**src/rtl/video_timing_ctrl.sv**
```systemverilog
// video_timing_ctrl
//   Raster timing sequencer for the DVI output path. Free-running hc/vc
//   counters produce a fetch-side request stream (fetch, fetch_x/y,
//   line_start, frame_start) that runs LEAD cycles ahead of the pixel
//   source. A LEAD-stage delay line carries de/hs/vs so that the serializer
//   outputs line up with the pixel data coming back.
//
// Ports
//   clkp                   pixel clock (sole clock)
//   reset                  synchronous, active-high; overrides enable
//   enable                 1 = run raster, 0 = hold idle at origin
//   fetch, fetch_x/y       registered pixel request, coords 0 when idle
//   line_start             pulse with the fetch-side cycle at hc=0
//   frame_start            pulse with the fetch-side cycle at hc=0, vc=0
//   r_in/g_in/b_in         pixel data, valid LEAD cycles after its fetch
//   hsync, vsync, de       serializer timing, LEAD+1 cycles after fetch
//   r, g, b                serializer pixel data, black outside de
module video_timing_ctrl #(
  parameter int H_ACTIVE = 640,
  parameter int H_FP     = 16,
  parameter int H_SYNC   = 96,
  parameter int H_BP     = 48,
  parameter int V_ACTIVE = 480,
  parameter int V_FP     = 10,
  parameter int V_SYNC   = 2,
  parameter int V_BP     = 33,
  parameter bit H_POL    = 1'b0,
  parameter bit V_POL    = 1'b0,
  parameter int LEAD     = 2
) (
  input  logic       clkp,
  input  logic       reset,
  input  logic       enable,
  output logic       fetch,
  output logic [9:0] fetch_x,
  output logic [9:0] fetch_y,
  output logic       line_start,
  output logic       frame_start,
  input  logic [7:0] r_in,
  input  logic [7:0] g_in,
  input  logic [7:0] b_in,
  output logic       hsync,
  output logic       vsync,
  output logic       de,
  output logic [7:0] r,
  output logic [7:0] g,
  output logic [7:0] b
);

  localparam logic [9:0] HA    = 10'(H_ACTIVE);
  localparam logic [9:0] HS0   = 10'(H_ACTIVE + H_FP);
  localparam logic [9:0] HS1   = 10'(H_ACTIVE + H_FP + H_SYNC);
  localparam logic [9:0] HLAST = 10'(H_ACTIVE + H_FP + H_SYNC + H_BP - 1);
  localparam logic [9:0] VA    = 10'(V_ACTIVE);
  localparam logic [9:0] VS0   = 10'(V_ACTIVE + V_FP);
  localparam logic [9:0] VS1   = 10'(V_ACTIVE + V_FP + V_SYNC);
  localparam logic [9:0] VLAST = 10'(V_ACTIVE + V_FP + V_SYNC + V_BP - 1);

  // delay-line slot layout
  localparam int DE = 2;
  localparam int HS = 1;
  localparam int VS = 0;

  logic       idle;
  logic [9:0] hc, vc;
  logic       act;
  logic       hs_f, vs_f;            // fetch-side sync, active-high internally
  logic [LEAD:1][2:0] dly;           // dly[k] valid k cycles after fetch side

  assign idle = reset || !enable;
  assign act  = (hc < HA) && (vc < VA);

  // Raster counters; held at origin while idle so a restart begins a frame.
  always_ff @(posedge clkp) begin
    if (idle) begin
      hc <= '0;
      vc <= '0;
    end else if (hc == HLAST) begin
      hc <= '0;
      vc <= (vc == VLAST) ? 10'd0 : vc + 10'd1;
    end else begin
      hc <= hc + 10'd1;
    end
  end

  // Fetch side: registered view of the current counter position.
  always_ff @(posedge clkp) begin
    if (idle) begin
      fetch       <= 1'b0;
      fetch_x     <= '0;
      fetch_y     <= '0;
      line_start  <= 1'b0;
      frame_start <= 1'b0;
      hs_f        <= 1'b0;
      vs_f        <= 1'b0;
    end else begin
      fetch       <= act;
      fetch_x     <= act ? hc : 10'd0;
      fetch_y     <= act ? vc : 10'd0;
      line_start  <= (hc == 10'd0);
      frame_start <= (hc == 10'd0) && (vc == 10'd0);
      hs_f        <= (hc >= HS0) && (hc < HS1);
      // vc only moves at the hc wrap, so vsync is inherently line-based
      vs_f        <= (vc >= VS0) && (vc < VS1);
    end
  end

  // Timing delay line matching the upstream pixel latency.
  always_ff @(posedge clkp) begin
    if (idle) begin
      dly <= '0;
    end else begin
      dly[1] <= {fetch, hs_f, vs_f};
      for (int k = 2; k <= LEAD; k++) dly[k] <= dly[k-1];
    end
  end

  // Serializer side: pair the delayed timing with the returning pixel.
  always_ff @(posedge clkp) begin
    if (idle) begin
      de    <= 1'b0;
      hsync <= ~H_POL;
      vsync <= ~V_POL;
      r     <= '0;
      g     <= '0;
      b     <= '0;
    end else begin
      de    <= dly[LEAD][DE];
      hsync <= dly[LEAD][HS] ? H_POL : ~H_POL;
      vsync <= dly[LEAD][VS] ? V_POL : ~V_POL;
      r     <= dly[LEAD][DE] ? r_in : 8'd0;
      g     <= dly[LEAD][DE] ? g_in : 8'd0;
      b     <= dly[LEAD][DE] ? b_in : 8'd0;
    end
  end

endmodule

```
**config.mk**
```make
export PLATFORM = sky130hd
export DESIGN_NAME = video_timing_ctrl
export DESIGN_NICKNAME = d
export VERILOG_FILES = /design/src/rtl/video_timing_ctrl.sv
export SDC_FILE = /design/constraint.sdc
export NUM_CORES = 1
export LEC_CHECK = 0
export BUFFER_PORTS_ARGS = -buffer_cell sky130_fd_sc_hd__buf_2
export CAP_MARGIN = 20
export CORE_ASPECT_RATIO = 1.75
export CORE_MARGIN = 2
export CORE_UTILIZATION = 54
export CTS_CLUSTER_SIZE = 28
export DETAILED_ROUTE_END_ITERATION = 6
export GPL_TIMING_DRIVEN = 0
export MAX_ROUTING_LAYER = met4
export PLACE_DENSITY = 0.83
export SETUP_SLACK_MARGIN = 0.15
export SYNTH_ARGS = -nofsm -noshare
export SYNTH_HDL_FRONTEND = slang
export SYNTH_SLANG_ARGS = --single-unit
```
**constraint.sdc**
```tcl
create_clock -name clkp -period 3.5 [get_ports clkp]
set_clock_uncertainty 0.15 [all_clocks]
set_input_delay 0.175 -clock clkp [delete_from_list [all_inputs] [get_ports clkp]]
set_output_delay 0.175 -clock clkp [all_outputs]
set_load 0.01 [all_outputs]
```
# After elaboration in Yosys (flattened, before gate mapping)
# Index checks and enable logic that the tools add are counted.
# W data, S select, Z words.
totals:
  input_bits: 27
  wordCells: 43
  out_inout_bits: 50
  regBits: 78
op_classes:
  n_reduce_logical: 11
  bitwise_logic: 2
  order_cmp: 6
  mux: 3
  add_sub_neg: 2
  eq_ne: 2
ops:
  columns: ["op", "n"]
  rows:
  - ["$add A10 B1 Y10 const B", 2]
  - ["$eq A10 B10 Y1 const B", 2]
  - ["$logic_not A10 Y1", 2]
  - ["$lt A10 B10 Y1 const B", 2]
  - ["$lt A10 B9 Y1 const B", 2]
  - ["$ge A10 B10 Y1 const B", 1]
  - ["$ge A10 B9 Y1 const B", 1]
  - ["$mux W10", 1]
  - ["$reduce_or A2 Y1", 3]
  - ["$logic_and A1 B1 Y1", 4]
  - ["$mux W1", 2]
  - ["$not A1 Y1", 2]
  - ["$logic_not A1 Y1", 1]
  - ["$logic_or A1 B1 Y1", 1]

# Logic depth before layout (Yosys ltp)
depth:
  depth_word: 4
  ltp_mapped: 6

# Least setup slack after synthesis
# No wires, ideal clock.
synth_timing:
  path_kind: "register to register"
  startpoint: "register hc[5]"
  endpoint: "register vc[9]"
  path_stages_with_launch: 6
  path_slack_ns: 1.450
  path_buffers: 1
  required_time_ns: 3.278
  arrival_time_ns: 1.828
  period_less_slack_ns: 2.050
  setup_ns: 0.072
  path_cell_list: "dfxtp_1 buf_6 or3_4 or4b_4 or3_1 a21oi_1"
synth_between:
  elab_chain_len: 1
synth_rtl:
  columns: ["item", "line", "rtl"]
  rows:
  - ["start, declared", "65", "logic [9:0] hc, vc;"]
  - ["start signal, assigned", "82", "hc <= hc + 10'd1;"]
  - ["$eq A10 B10 Y1", "78", "end else if (hc == HLAST) begin"]
  - ["end signal, assigned", "80", "vc <= (vc == VLAST) ? 10'd0 : vc + 10'd1;"]
  - ["end, declared", "65", null]
# No other way between the ends.
# A chain may end at the register's enable or synchronous reset.

# Final worst setup path
layout_timing:
  startpoint: "register hc[1]"
  endpoint: "register vc[2]"
# Same word-level chain as after synthesis.

==> results by group <==
Status
  – Status: finished, final reports clean

Power
  – Combinational Power Share: 0.039
  – Pint: ~1300 uW
  – Maximum VDD drop: roughly 0.00045 V
  – Switching Share: 0.218
  – Power per cell area: 471 mW/mm^2
  – Clock network power share: 0.415
  – Register share of total power: 0.546
  – Total leakage power: 0.00164 uW
  – P_sw: between 300 and 400 uW

Global route
  – First-pass GRT wire length: 10,000 um
  – Number of antenna violations at the first check in global routing: 0
  – Vias in the first global route: about 2,100
  – Total global routing overflow: 0
  – Largest net degree at the start of global routing: 15
  – Total GRT Usage: 0.258

Setup path
  – Worst Path Required: between 3 and 4 ns
  – Critical R2R Launch: hc[1]
  – Worst setup SP type: register
  – R2R setup slack: around 1.1 ns
  – CP Buf/Inv Count: 0
  – Worst reg-to-reg path cell count: 5
  – CP top delay family: simple AND/OR/NAND/NOR gates
  – CP max-delay cell: o21ai_1
  – Critical path endpoint: vc[2]
  – Crit path cell chain: ha_1, and4_1, nand4_1, o21ai_1, nor2_1
  – Maximum fanout along the worst path: 8
  – Crit Path Class: reg -> reg
  – Arrival time worst endpoint: ~2.4 ns
  – CP Launch Point: hc[1]
  – CP max stage delay: approximately 0.64 ns
  – Critical path depth: 5
  – FF-to-FF End: vc[2]
  – Setup crit end kind: register

Placed design
  – Placed cell count: 377
  – Port Buf Inserts: between 70 and 80
  – DP HPWL: just under 4000 um
  – Placer Congestion: around 0.9
  – Placed cell area: ~0.0030 mm^2
  – DP Worst Slack: around 1.1 ns

Finish
  – Share of layout cells above drive strength 1: 0.271
  – Seq. cell area: approximately 0.0016 mm^2
  – Final Cell Area: ~0.0035 mm^2
  – Multi-input logic area: 940 um^2
  – Layout net count: between 300 and 400
  – Area Growth Syn to Fin: 34.5%
  – Non-filler instance count after layout: between 400 and 500
  – Number of fill cells: around 300
  – Inserted Diodes: 0

Timing
  – Post-route setup slack: 1.11 ns
  – Final Cycle Share: 0.681
  – Peak Freq: approximately 0.42 GHz
  – Setup TNS: 0 ns
  – Fin. max-slew vios: 0
  – Slew @ Worst Pin: ~0.62 ns
  – Unrepaired setup endpoints after global routing: no
  – Relative slew slack: 0.586
  – Fin crit period: around 2.4 ns
  – Final setup fails: 0
  – Final Hold Vio Count: 0

Routing
  – Drt pass-1 iters: 4
  – ANT nets after route: 0
  – Final WL: 6400 um
  – Vias per cell: just over 5
  – Drt wl/cell: approximately 15 um
  – Total number of vias: roughly 2,200
  – DRC: 0
  – Initial DRC count: between 90 and 100

CTS
  – Clock root buffer: clkbuf_8
  – TritonCTS clock tree: done
  – Clock transition at path regs: 0.08 ns
  – Post-CTS Resized: 0
  – Setup bufs post-CTS: 0
  – Hold bufs inserted after CTS: 24
  – Clock Path Buffers: 2
  – CTS Buf Count: 9
  – # H-tree levels: 3
  – Worst-skew pair later-pin latency: 0.34 ns
  – CTS sink cnt: 78

Synth
  – Avg Inst Size Synth: between 10 and 15 um^2
  – Yosys top cell area share: 0.605
  – Synth Warn #: 0
  – Mapped cell area: 0.00258 mm^2
  – Register area share after synthesis: 0.605
  – Synth area leader: dfxtp_1
  – Top post-synthesis cells by area: dfxtp_1 (60%), and3_1 (6.8%), and2_1 (6.3%)
  – Synth Register Bits: 78
  – Cells after Synth: 249
  – Syn Nets: 280
  – Synth cell types: 33

Floorplanning
  – Total core area: between 0.004 and 0.005 mm^2
  – Die area: between 0.005 and 0.006 mm^2
  – Die Width: about 56 um
  – Row count: 33
  – Chip height: 95.5 um
  – Starting Density: 0.558
  – I/O Pins: 77

Worst hold path
  – Worst hold stages: 3
  – Hold Crit Class: in -> reg

Flow run
  – Max-Cap Viols: 0
[cells in the final DEF, fill, tap and decap left out, drive strengths merged, types with 2 or more instances in the layout]
| master | n |
|---|---|
| o21ai | 4 |
| clkbuf | 22 |
| nor3 | 4 |
| dfxtp | 78 |
| and2 | 26 |
| and3 | 28 |
| clkinv | 2 |
| nor2b | 2 |
| a21oi | 4 |
| nor2 | 21 |
| dlygate4sd3 | 24 |
| buf | 79 |
| xor2 | 6 |
| nor4 | 5 |
| nand2 | 11 |
| and4 | 4 |
| ha | 4 |
| or3 | 3 |
| nand3 | 6 |
| inv | 6 |
| xnor2 | 8 |
| nand4 | 6 |
[cell type report]
| type | count | area share |
|---|---|---|
| flip-flops and latches | 78 | 0.449 |
| inverters | 4 | 0.00432 |
| clock buffers | 10 | 0.0396 |
| plain buffers | 15 | 0.0191 |
| clock inverters | 6 | 0.0198 |
| multi-input cells | 152 | 0.270 |
| well taps | 52 | 0.0187 |
| repair buffers | 100 | 0.179 |
[layer usage]
layer | GRT usage | up-vias | part of all wire
met5 | - | - | 0
met1 | 0.252 | 1001 | 0.36
met4 | 0.139 | 0 | 0.035
met3 | 0.0583 | 19 | 0.062
li1 | - | 1054 | -
met2 | 0.467 | 91 | 0.54
[Yosys cell counts]
master    instances
a21oi_1           4
a31o_2            1
and2_1           26
and3_1           28
and4_1            4
and4b_1           1
buf_2             2
buf_6             1
clkbuf_1         12
conb_1            1
dfxtp_1          78
ha_1              4
inv_1             4
nand2_1          11
nand2b_1          1
nand3_1           6
nand3b_1          1
nand4_1           6
nor2_1           21
nor2b_1           2
nor3_1            4
nor3b_1           1
nor4_1            5
o21ai_0           3
o21ai_1           1
o31ai_1           1
or2_2             1
or3_1             2
or3_4             1
or4_1             1
or4b_4            1
xnor2_1           8
xor2_1            6
[worst min-delay path by stage]
stage,startpoint,endpoint,slack [ns]
CTS,enable,hc[2],0.15
finish,enable,hc[2],0.15
detailed placement,dly[4],hsync,0.21
global placement,dly[3],vsync,0.20
floorplan,b_in[0],b[0],0.18
global route,enable,hc[6],0.19
[cells by family after synthesis]
logic type               share of synthesized area
flip-flops                                   0.605
other                                      0.00145
AO/OA/AOI/OAI                               0.0218
adder cells (fa/ha/maj)                     0.0194
XOR/XNOR                                    0.0475
AND/OR/NAND/NOR                              0.274
buffers and inverters                       0.0315
[per-stage QoR]
stage                     power (uW)  hold slack [ns]  utilization
final                           1640            0.154        0.751
after global routing            1700            0.193        0.751
after CTS                       1650            0.146        0.751
after detailed placement         956            0.207        0.655
after global placement           955            0.197        0.655
after floorplan                  932            0.178            -
[power groups by stage]
stage               clock network, uW  registers, uW  logic [uW]
floorplan                           0            917        14.8
global placement                    0            915        39.8
detailed placement                  0            915        40.6
CTS                               690            894        61.7
global route                      732            895        69.5
finish                            679            894        64.2
[state kept, by name, indices dropped and copies added (netlist names)]
signal	flops
fetch	1
line_start	1
hsync	1
g	8
b	8
fetch_y	10
dly	6
vsync	1
vs_f	1
frame_start	1
r	8
vc	10
hs_f	1
fetch_x	10
de	1
hc	10
[worst min-delay path, cell delays in order]
cell	delay [ns]
buf_2	0.08
nand2b_1	0.20
nor2_1	0.15
No activity file was read; power rests on OpenSTA's default activity.
